<file path="src/rtl/fetch_pkg.sv">
// Shared fetch-stage definitions: opcode, reset PC, NOP word, FIFO entry layout and
// J-type immediate helpers used by the optional JAL predecode (FETCH_JAL_PREDICT_EN).
package fetch_pkg;

  localparam logic [6:0]  OPC_JAL   = 7'b110_1111;
  localparam logic [31:0] PC_RESET  = 32'h2000_0000;
  localparam logic [31:0] INSTR_NOP = 32'h0000_0013;

  typedef struct packed {
    logic [31:0] pc;
    logic [31:0] instr;
    logic        pred;
  } fetch_entry_t;

  function automatic logic is_jal(input logic [31:0] word);
    return word[6:0] == OPC_JAL;
  endfunction

  // Sign-extended J-type offset: imm[20|10:1|11|19:12] scattered over word[31:12].
  function automatic logic [31:0] jal_imm(input logic [31:0] word);
    return {{12{word[31]}}, word[19:12], word[20], word[30:21], 1'b0};
  endfunction

endpackage

</file>
<file path="src/rtl/fetch_fifo.sv">
// Registered output buffer for fetched words: DEPTH x {pc, instr, pred}, push/pop/flush.
// The head entry is read straight from storage, so a push is never visible the same cycle.
import fetch_pkg::*;

module fetch_fifo #(
  parameter int unsigned DEPTH = 2
) (
  input  logic                         clk,
  input  logic                         rst,
  input  logic                         flush_i,
  input  logic                         push_i,
  input  fetch_entry_t                 push_data_i,
  input  logic                         pop_i,
  output fetch_entry_t                 head_o,
  output logic                         valid_o,
  output logic [$clog2(DEPTH+1)-1:0]   occ_o
);

  localparam int unsigned PW = (DEPTH > 1) ? $clog2(DEPTH) : 1;
  localparam int unsigned OW = $clog2(DEPTH + 1);

  fetch_entry_t  mem_q [DEPTH];
  logic [PW-1:0] rd_q, rd_d;
  logic [PW-1:0] wr_q, wr_d;
  logic [OW-1:0] occ_q, occ_d;
  logic          do_push;
  logic          do_pop;

  function automatic logic [PW-1:0] ptr_inc(input logic [PW-1:0] p);
    return (p == PW'(DEPTH - 1)) ? '0 : p + PW'(1);
  endfunction

  assign do_pop  = pop_i && (occ_q != '0);
  // A full buffer only accepts a push when its head leaves in the same cycle.
  assign do_push = push_i && ((occ_q != OW'(DEPTH)) || do_pop);

  always_comb begin
    rd_d  = rd_q;
    wr_d  = wr_q;
    occ_d = occ_q;
    if (flush_i) begin
      rd_d  = '0;
      wr_d  = '0;
      occ_d = '0;
    end else begin
      if (do_push) wr_d = ptr_inc(wr_q);
      if (do_pop)  rd_d = ptr_inc(rd_q);
      case ({do_push, do_pop})
        2'b10:   occ_d = occ_q + OW'(1);
        2'b01:   occ_d = occ_q - OW'(1);
        default: occ_d = occ_q;
      endcase
    end
  end

  always_ff @(posedge clk) begin
    if (rst) begin
      rd_q  <= '0;
      wr_q  <= '0;
      occ_q <= '0;
      for (int i = 0; i < int'(DEPTH); i++) begin
        mem_q[i] <= '{pc: 32'h0, instr: INSTR_NOP, pred: 1'b0};
      end
    end else begin
      rd_q  <= rd_d;
      wr_q  <= wr_d;
      occ_q <= occ_d;
      if (do_push && !flush_i) mem_q[wr_q] <= push_data_i;
    end
  end

  assign head_o  = mem_q[rd_q];
  assign valid_o = (occ_q != '0);
  assign occ_o   = occ_q;

endmodule

</file>
<file path="src/rtl/fetch_stage.sv">
// Instruction-fetch stage: owns the PC, issues reads to a 1-cycle IMEM, buffers responses
// for decode and honours redirects. Macro FETCH_JAL_PREDICT_EN enables JAL predecode.
import fetch_pkg::*;

module fetch_stage #(
  parameter logic [31:0] RESET_PC   = PC_RESET,
  parameter int unsigned FIFO_DEPTH = 2
) (
  input  logic        clk,
  input  logic        rst,
  output logic        imem_en,
  output logic [31:0] imem_addr,
  input  logic [31:0] imem_dout,
  input  logic        redirect_valid,
  input  logic [31:0] redirect_pc,
  output logic        out_valid,
  input  logic        out_ready,
  output logic [31:0] out_instr,
  output logic [31:0] out_pc,
  output logic        out_pred_taken
);

  // Handshake: an entry transfers to decode on any cycle with out_valid && out_ready;
  // while out_valid is high and out_ready low, out_pc/out_instr/out_pred_taken hold.

  localparam int unsigned OW = $clog2(FIFO_DEPTH + 1);
  localparam int unsigned CW = OW + 1;

  logic [31:0]  pc_q, pc_d;
  logic [31:0]  req_pc_q, req_pc_d;
  logic         inflight_q, inflight_d;
  logic [OW-1:0] occ;
  logic [CW-1:0] used;
  logic         fifo_valid;
  logic         pop;
  logic         push;
  logic         credit_ok;
  logic         jal_hit;
  logic         issue;
  fetch_entry_t head;
  fetch_entry_t push_entry;

  assign out_valid = fifo_valid && !rst;
  assign pop       = out_valid && out_ready;

  // A response arriving in a redirect (or reset) cycle belongs to the wrong path.
  assign push = inflight_q && !redirect_valid && !rst;

  // Every outstanding request already owns a buffer slot, so a full buffer never drops data.
  assign used      = CW'(occ) + CW'(inflight_q);
  assign credit_ok = used < (CW'(FIFO_DEPTH) + CW'(pop));

`ifdef FETCH_JAL_PREDICT_EN
  assign jal_hit = push && is_jal(imem_dout);
`else
  assign jal_hit = 1'b0;
`endif

  // The capture cycle of a predicted JAL re-steers instead of fetching the fall-through.
  assign issue = !rst && !redirect_valid && !jal_hit && credit_ok;

  always_comb begin
    pc_d       = pc_q;
    req_pc_d   = req_pc_q;
    inflight_d = issue;
    if (issue) begin
      req_pc_d = pc_q;
      pc_d     = pc_q + 32'd4;
    end
    if (redirect_valid) begin
      pc_d = redirect_pc & ~32'd3;
    end else if (jal_hit) begin
      pc_d = req_pc_q + jal_imm(imem_dout);
    end
  end

  always_ff @(posedge clk) begin
    if (rst) begin
      pc_q       <= RESET_PC;
      req_pc_q   <= RESET_PC;
      inflight_q <= 1'b0;
    end else begin
      pc_q       <= pc_d;
      req_pc_q   <= req_pc_d;
      inflight_q <= inflight_d;
    end
  end

  assign imem_en   = issue;
  assign imem_addr = pc_q;

  assign push_entry = '{pc: req_pc_q, instr: imem_dout, pred: jal_hit};

  fetch_fifo #(
    .DEPTH (FIFO_DEPTH)
  ) u_fifo (
    .clk         (clk),
    .rst         (rst),
    .flush_i     (redirect_valid),
    .push_i      (push),
    .push_data_i (push_entry),
    .pop_i       (pop),
    .head_o      (head),
    .valid_o     (fifo_valid),
    .occ_o       (occ)
  );

  assign out_pc         = head.pc;
  assign out_instr      = head.instr;
  assign out_pred_taken = head.pred && out_valid;

endmodule

</file>
<file path="config.mk">
export PLATFORM = sky130hd
export DESIGN_NAME = fetch_stage
export DESIGN_NICKNAME = d
export VERILOG_FILES = /design/src/rtl/fetch_pkg.sv /design/src/rtl/fetch_fifo.sv /design/src/rtl/fetch_stage.sv
export SDC_FILE = /design/constraint.sdc
export NUM_CORES = 1
export LEC_CHECK = 0
export CORE_UTILIZATION = 31
export CTS_CLUSTER_DIAMETER = 60
export DETAILED_ROUTE_END_ITERATION = 16
export GPL_TIMING_DRIVEN = 0
export PLACE_DENSITY = 0.64
export SLEW_MARGIN = 10
export SYNTH_ARGS = -nofsm -noshare
export SYNTH_HDL_FRONTEND = slang
export SYNTH_SLANG_ARGS = --single-unit
</file>
<file path="constraint.sdc">
create_clock -name clk -period 2.88 [get_ports clk]
set_input_delay 0.432 -clock clk [delete_from_list [all_inputs] [get_ports clk]]
set_output_delay 0.432 -clock clk [all_outputs]
set_load 0.05 [all_outputs]
</file>
# --- Word-level counts from Yosys, hierarchy flattened ---
# Memory sizes are Yosys's and may differ from the RTL's. A register that Yosys moved wholly into a read port is not among the register bits.
# Index checks and enable logic that the tools add are counted.
totals:
  ram_bits: 128
  word_cells: 52
  register_bits: 69
  in_bits: 68
  memories: 1
  output_inout_bits: 99
memory_table:
  columns: ["name", "words", "width", "rd", "rd_ports_with_merged_regs", "write_ports", "line_no", "text"]
  rows:
  - ["u_fifo.mem_q", 2, 64, 1, 1, 2, "fetch_fifo.sv:22", "fetch_entry_t mem_q [DEPTH];"]
op_classes:
  eq_ne: 3
  muxes: 15
  n_reduce_logical: 18
  n_addsub: 7
  n_lt_le_gt_ge: 1
op_table:
  columns: ["cell", "n"]
  rows:
  - ["$mux 32", 2]
  - ["$mux 64", 1]
  - ["$reduce_or 64->1", 1]
  - ["$add 32x3->32 const B", 1]
  - ["$mux 1", 11]
  - ["$logic_and 1x1->1", 9]
  - ["$reduce_bool 2->1", 3]
  - ["$pmux 2 s2", 1]
  - ["$add 2x1->3", 1]
  - ["$add 2x1->3 const A", 1]
  - ["$lt 3x3->1", 1]
  - ["$add 1x1->1 const B", 2]
  - ["$add 2x1->2 const B", 1]
  - ["$eq 2x1->1 const B", 1]
  - ["$eq 2x2->1 const B", 1]
  - ["$logic_not 1->1", 2]
  - ["$ne 2x2->1 const B", 1]
  - ["$reduce_or 2->1", 1]
  - ["$sub 2x1->2 const B", 1]
  - ["$logic_and 1x1->1 const A", 1]
  - ["$logic_or 1x1->1", 1]

# --- Depth between registers and ports, before layout ---
# Gate-level depths: netlist (run 1).
logic_depth:
  word_depth: 12
  ltp_mapped: 10
  ltp_nobuf: 8

# --- Modules after synthesis ---
# Synthesis (run 1) repeated with hierarchy kept, for this count alone.
hier_totals:
  cells_unflattened: 749
  hier_area_um2: 8889.8
modules_own_cells:
  columns: ["module", "instances", "cells_each", "area_each_um2", "seq_area_each_um2"]
  rows:
  - ["fetch_fifo", 1, 374, 5904.4, 4003.8]
  - ["fetch_stage", 1, 375, 2985.4, 1221.2]

# --- Worst setup path before layout (run 1) ---
# OpenSTA, ideal clock, no wires.
synth_timing:
  path_type: "input-to-reg"
  startpoint: "input port rst"
  endpoint: "memory u_fifo.mem_q[0][0] in the netlist's numbering, enable pin"
  path_slack_ns: 0.254
  required_time_ns: 2.487
  setup_time_ns: 0.393
  arrival_ns: 2.233
  stages: 6
  n_path_buf: 2
  cell_sequence: "buf_2 > nor2_4 > o311ai_4 > nor2_2 > clkbuf_1 > or2_2"
synth_lines:
  columns: ["item", "line_no", "text"]
  rows:
  - ["start: declaration", "fetch_stage.sv:10", "input logic rst,"]
  - ["end: declaration", "fetch_fifo.sv:22", null]

# --- Worst setup path in the final report (run 1) ---
layout_timing:
  startpoint: "register u_fifo.occ_q[0] (netlist: u_fifo.occ_o[0])"
  endpoint: "output port imem_en"
layout_between:
  elab_chain_len: 6
  word_cells_on_any_way: 7
  cone_classes: "2 x add/sub; 1 x order compare; 4 x reduce/logical"
layout_rtl:
  columns: ["item", "line_no", "text"]
  rows:
  - ["start: declaration", "fetch_fifo.sv:25", "logic [OW-1:0] occ_q, occ_d;"]
  - ["start signal: assignment", "fetch_fifo.sv:60", "occ_q <= '0;"]
  - ["start signal: assignment", "fetch_fifo.sv:67", "occ_q <= occ_d;"]
  - ["$reduce_bool 2->1", "fetch_fifo.sv:73", "assign valid_o = (occ_q != '0);"]
  - ["$logic_and 1x1->1", "fetch_stage.sv:43", "assign out_valid = fifo_valid && !rst;"]
  - ["$logic_and 1x1->1", "fetch_stage.sv:44", "assign pop = out_valid && out_ready;"]
  - ["$add 2x1->3", "fetch_stage.sv:51", "assign credit_ok = used < (CW'(FIFO_DEPTH) + CW'(pop));"]
  - ["$lt 3x3->1 (*)", "fetch_stage.sv:51", null]
  - ["$logic_and 1x1->1 (*)", "fetch_stage.sv:60", "assign issue = !rst && !redirect_valid && !jal_hit && credit_ok;"]
  - ["end: declaration", "fetch_stage.sv:11", "output logic imem_en,"]
# Mark *: on every way between the ends. The rest lies on a longest branch, timed or not.

==> results.py, run 1 <==
metrics = {
    "floorplan": {
        "die_h_um": 168,
        "io_pins": 167,
        "core_sq_um": 27000,
        "rows": 60,
        "dieWidth_um": 168,
        "die-area_sq_um": 28300,
        "start_util_pct": 31.7,
    },
    "sta": {
        "min_period_over_period_pct": 95.5,
        "max_slew_margin_pct": 41.3,
        "worst_slack_ps": 130,
        "skew_ps": 16.9,
        "setup_viol": 0,
        "hold_viol": 0,
        "rsz0062_at_grt": "false",
        "worst_pin_slew_ps": 881,
        "layout_min_cycle_time_ps": 2750,
        "maxSlewViolCount": 0,
        "max_freq_ghz": 0.364,
    },
    "worst_setup_path": {
        "rr_worst_depth": 6,
        "crit_arrival_ps": 2320,
        "required_ps": 2450,
        "crit_type": "register to output port",
        "cp_max_fo": 10,
        "crit_slowest_cell": "dfxtp_2",
        "cpPeakStageDelay_ps": 360,
        "crit_top_cell": "buf_6",
        "end_kind": "output port",
        "path_cells": "ha_1 -> ha_4 -> nor4_4 -> a31oi_4 -> inv_2 -> buf_6 -> buf_6 -> buf_4 -> buf_6",
        "cp-start-kind": "register",
    },
    "status": {
        "outcome": "completed",
    },
    "logic_synthesis": {
        "synth-seq-cells": 190,
        "yosysMostFrequentCell": "edfxtp_1",
        "syn_area_per_cell_sq_um": 11.6,
        "synthXorXnorAreaFrac_pct": 0.410,
        "yosys_warnings": 0,
        "yosys.cell_types.count": 62,
        "async_flop_share_pct": 0,
        "synth_common_cells": "edfxtp_1, and2_1, nand2_1",
        "synthTopCellsByArea": "edfxtp_1, dfxtp_1, and2_1, mux2_2, nand2_1",
        "synth_cells": 737,
        "netlist_area_sq_um": 8550,
        "synth_top_area_share_pct": 43.5,
        "synth_flop_cell": "edfxtp_1",
        "synth_edf_count": 124,
        "yosys.area_share.simple_pct": 19.8,
        "synthAdderAreaFrac_pct": 0.585,
        "seq_area_frac_synth_pct": 59.0,
        "yosysTopAreaCell": "edfxtp_1",
        "synth_compound_gate_area_share_pct": 8.56,
        "muxShareOfSynthArea_pct": 8.16,
        "synth_top_family_by_area": "simple AND/OR/NAND/NOR gates",
    },
    "global_routing": {
        "globalRouteOverflowTotal": 0,
        "antenna_found_initial": 0,
        "grt_pass1_vias": 6039,
        "grt_max_degree": 33,
        "grt_pass1_wl_um": 33500,
        "globalRouteTotalUtil_pct": 15.6,
    },
    "final_layout": {
        "fillerInstances": 2554,
        "drive_gt1_share_pct": 17.0,
        "nets": 1002,
        "areaGrowthSynthToFinish_pct": 32.6,
        "design_area_sq_um": 11300,
    },
    "min_path": {
        "min_path_type": "register to register",
        "hold_depth": 2,
    },
    "run": {
        "max-cap-violations": 0,
    },
    "power": {
        "ir_drop_mv": 0.397,
        "power_leakage_nw": 4.09,
        "power_density_nw_per_um2": 542,
    },
    "route": {
        "viasPerCell": 4.82,
        "firstDrtPassIters": 4,
        "drc_errors": 0,
        "wl_per_cell_um": 17.1,
        "drtIter0Drc": 300,
        "vias": 6192,
        "drtAntennaViolNets": 0,
        "totalWireLength_um": 21900,
    },
    "place": {
        "placed_area_sq_um": 10600,
        "pre_cts_slack_ps": -964,
        "hpwl_um": 15400,
        "port_buffers": 159,
        "gp_congestion": 0.866,
    },
    "cts": {
        "clock-sinks": 190,
        "cts_made_buffers": 17,
        "clk_pin_slew_ps": 70,
        "h-tree-depth": 4,
        "root_buffer": "clkbuf_16",
        "cts.path.max_buffers": 2,
        "cts_tree": "built",
        "clk_latency_ps": 430,
    },
}
## power by group
part | internal [mW] | switching, mW | leakage, nW | total, mW
logic | 0.300 | 0.496 | 2.00 | 0.796
registers | 3.00 | 0.0693 | 1.81 | 3.07
clock network | 1.25 | 1.04 | 0.281 | 2.28
## state kept, by name (all words and copies together), names as in the netlist, named ones only
register      cells
u_fifo.mem_q    124
u_fifo.wr_q       1
u_fifo.rd_q       1
req_pc_q         30
imem_addr        30
inflight_q        1
u_fifo.occ_o      2
## critical path: cells and delay by family, from the launching register on
family / cells / cell delay (ps)
fa+ha+maj: 2 / 410
buf+inv: 5 / 760
simple gates: 1 / 270
compound gates: 1 / 90
flops: 1 / 360
## cell families (layout without fill, tap and decap cells)
logic type,count (synthesis),count (layout)
xor gates and xnor gates,4,4
other,1,6
DFF,190,190
buffers and inverters,63,263
and+or+nand+nor,307,309
adders and majority gates,4,4
AOI/OAI and AO/OA,106,106
muxes,62,62
## what timing repair did
item                                    CTS  global route
resized for setup                        21             0
hold buffers                              0             0
pin swaps                                 3             2
endpoints found under the setup margin  185            33
setup buffers                             4             6
cloned                                    2             0
## final cells by class
cell class | count | area, sq um | share of cell area [%]
multi-input combinational | 490 | 3280 | 28.9
tap | 341 | 427 | 3.76
antenna | 1 | 2.50 | 0.0221
inverter | 11 | 41.3 | 0.364
sequential | 190 | 5050 | 44.5
timing repair buffer | 171 | 1720 | 15.2
clock inverter | 10 | 76.3 | 0.673
clock buffer | 22 | 497 | 4.38
buffer | 49 | 254 | 2.24
## final timing paths
path                                              startpoint                          to  slack, ps
worst min register to register     req_pc_q[14]$_SDFFE_PP0P_   req_pc_q[14]$_SDFFE_PP0P_        460
worst max-delay path            u_fifo.occ_o[0]$_SDFFE_PN0P_                     imem_en        130
worst min-delay path               req_pc_q[14]$_SDFFE_PP0P_   req_pc_q[14]$_SDFFE_PP0P_        460
worst max register to register     imem_addr[3]$_SDFFE_PP0P_  imem_addr[20]$_SDFFE_PP0P_        640
## cell usage in the layout (no fill, tap or decap), types with 14 or more instances in the layout
| cell | n |
|---|---|
| buf_2 | 16 |
| buf_4 | 17 |
| edfxtp_1 | 124 |
| mux2_2 | 62 |
| nand3_1 | 14 |
| nor2_1 | 19 |
| clkdlybuf4s50_1 | 158 |
| nand2_1 | 97 |
| dfxtp_1 | 64 |
| clkbuf_16 | 19 |
| and2_1 | 120 |
| clkbuf_1 | 21 |
| a21oi_1 | 46 |
## stage by stage
stage	std cells	setup TNS, ps	power (mW)	hold slack, ps	util, %
floorplan	741	0	3.58	440	-
global placement	1241	-191240	3.91	451	39.2
detailed placement	1243	-109130	3.92	457	39.3
CTS	1278	0	6.20	466	41.7
global route	1284	0	6.35	487	42.0
finish	1285	0	6.15	461	42.0
## metal layers
layer / vias up / wire (um) / GRT usage (%)
met2: 220 / 10500 / 26.0
met4: 0 / 230 / 4.51
li1: 3031 / - / -
met5: - / 0 / 0
met3: 15 / 1200 / 2.82
met1: 2926 / 10000 / 20.6
No activity file was read; power rests on OpenSTA's default activity.
==> run 2: changes to the inputs <==
Settings changed: CTS_CLUSTER_SIZE from default to 8.
==> results of run 2 <==
Final layout, timing and power as in run 1 (identical DEF).
==> run 3: changes to the inputs <==
Settings changed: PLACE_DENSITY 0.64 to default.
==> results.py, run 3 (synthesis gave the netlist of run 1 again) <==
metrics = {
    "floorplan": {
        "io_pins": 167,
        "die-area_sq_um": 28300,
        "dieWidth_um": 168,
        "core_sq_um": 27000,
        "start_util_pct": 31.7,
        "rows": 60,
        "die_h_um": 168,
    },
    "global_routing": {
        "antenna_found_initial": 0,
        "globalRouteTotalUtil_pct": 15.4,
        "grt_pass1_wl_um": 33000,
        "grt_pass1_vias": 5720,
        "grt_max_degree": 35,
        "globalRouteOverflowTotal": 0,
    },
    "power": {
        "switchingPower_mw": 1.63,
        "clkPwrFrac_pct": 36.7,
        "finalPower_mw": 6.11,
        "ir_drop_mv": 0.321,
        "internal-power_mw": 4.48,
        "switching_share_pct": 26.7,
        "power_leakage_nw": 4.15,
        "p_comb_share_pct": 13.0,
        "power_density_nw_per_um2": 540,
        "seqPwrFrac_pct": 50.2,
    },
    "final_layout": {
        "final_common_cell": "clkdlybuf4s50_1",
        "nets": 1000,
        "diodes": 0,
        "final_cell_mix": "clkdlybuf4s50_1, edfxtp_1, and2_1, nand2_1, dfxtp_1",
        "areaGrowthSynthToFinish_pct": 32.3,
        "drive_gt1_share_pct": 17.0,
        "largest_reg_flops": 124,
        "design_area_sq_um": 11300,
        "regMostFlops": "u_fifo.mem_q",
    },
    "route": {
        "drtIter0Drc": 275,
        "wl_per_cell_um": 16.8,
        "totalWireLength_um": 21500,
        "drtAntennaViolNets": 0,
        "drc_errors": 0,
        "viasPerCell": 4.72,
        "firstDrtPassIters": 5,
        "vias": 6057,
    },
    "worst_setup_path": {
        "cpPeakStageDelay_ps": 760,
        "required_ps": 2450,
        "crit_type": "register to output port",
        "critPathTopFamily": "buffers and inverters",
        "crit_slowest_cell": "clkdlybuf4s50_1",
        "path_cells": "buf_2 -> mux2_2 -> clkdlybuf4s50_1",
        "cp-start-kind": "register",
        "end_kind": "output port",
        "cp_max_fo": 10,
        "critPathBufInv": 2,
        "crit_arrival_ps": 2340,
    },
    "cts": {
        "root_buffer": "clkbuf_16",
        "clock-sinks": 190,
        "h-tree-depth": 4,
        "cts.path.max_buffers": 2,
        "clk_pin_slew_ps": 70,
        "cts_tree": "built",
        "clk_latency_ps": 420,
        "cts_made_buffers": 17,
        "ctsHoldBuffers": 0,
    },
    "sta": {
        "rsz0062_at_grt": "false",
        "max_freq_ghz": 0.361,
        "setup_viol": 0,
        "min_period_over_period_pct": 96.1,
        "hold_viol": 0,
        "max_slew_margin_pct": 39.0,
        "skew_ps": 10.5,
        "maxSlewViolCount": 0,
        "layout_min_cycle_time_ps": 2770,
        "worst_pin_slew_ps": 915,
    },
    "run": {
        "max-cap-violations": 0,
    },
    "status": {
        "outcome": "completed",
    },
    "min_path": {
        "min_path_type": "register to register",
    },
    "place": {
        "placed_area_sq_um": 10600,
        "port_buffers": 159,
        "hpwl_um": 15100,
        "gp_congestion": 0.842,
    },
}
## run 3: cell types whose count changed in the layout (fill, tap and decap cells not counted), sizes merged
cell | previous run | this run
clkinvlp | 1 | 2
dlymetal6s2s | 0 | 7
clkdlybuf4s50 | 158 | 151
inv | 15 | 17
diode | 1 | 0
clkinv | 5 | 4
buf | 39 | 35
## run 3: layout make-up
type | count | area [sq um]
fill | 2604 | 15700
tap | 341 | 427
buffer | 51 | 264
sequential | 190 | 5050
clock inverter | 12 | 104
clock buffer | 20 | 457
multi-input combinational | 490 | 3280
timing repair buffer | 167 | 1700
inverter | 11 | 41.3
## run 3: worst register-to-register path, delay by kind of cell (launching register included)
family | cells | cell delay (ps)
AOI/OAI and AO/OA | 1 | 590
buffers and inverters | 3 | 540
DFF | 1 | 440
and+or+nand+nor | 2 | 470
## run 3: per-stage QoR
step                      std cells  hold slack [ps]  setup WS [ps]  utilization [%]  setup TNS (ps)
after floorplan                 741              440            254                -               0
after global placement         1241              449          -1550             39.2         -199550
after detailed placement       1243              457           -969             39.3         -114000
after CTS                      1279              467           21.2             41.7               0
after global routing           1282              484           3.71             41.9               0
final                          1282              462            112             41.9               0
## run 3: worst paths after layout
check | startpoint | cells past startpoint | slack, ps | end
setup / recovery | register | 3 | 110 | out_pc[11]
hold / removal | req_pc_q[12]$_SDFFE_PP0P_ | 2 | 460 | req_pc_q[12]$_SDFFE_PP0P_
setup reg to reg | u_fifo.occ_o[1]$_SDFFE_PN0P_ | 6 | 570 | u_fifo.mem_q[0][17]$_SDFFCE_PN0P_
hold reg to reg | req_pc_q[12]$_SDFFE_PP0P_ | 2 | 460 | req_pc_q[12]$_SDFFE_PP0P_
## run 3: repair_timing
action / in CTS / in global routing
pin swaps: 3 / 2
resized for setup: 23 / 8
setup buffers: 3 / 3
cloned: 2 / 0
setup endpoints to repair: 185 / 66
## run 3: per-layer routing
| layer | track usage (%) | share of wire (%) | wire length (um) |
|---|---|---|---|
| met1 | 20.6 | 47 | 10200 |
| met2 | 25.8 | 47 | 10200 |
| met3 | 2.84 | 4.9 | 1050 |
| met4 | 3.68 | 0.74 | 159 |
| met5 | 0 | 0 | 0 |
## run 3: power by group through the flow
stage,Sequential (mW),Combinational [mW],Clock [mW]
CTS,3.07,0.800,2.30
global route,3.08,0.843,2.41
detailed placement,3.13,0.788,0
global placement,3.13,0.777,0
finish,3.07,0.796,2.24
floorplan,3.20,0.382,0
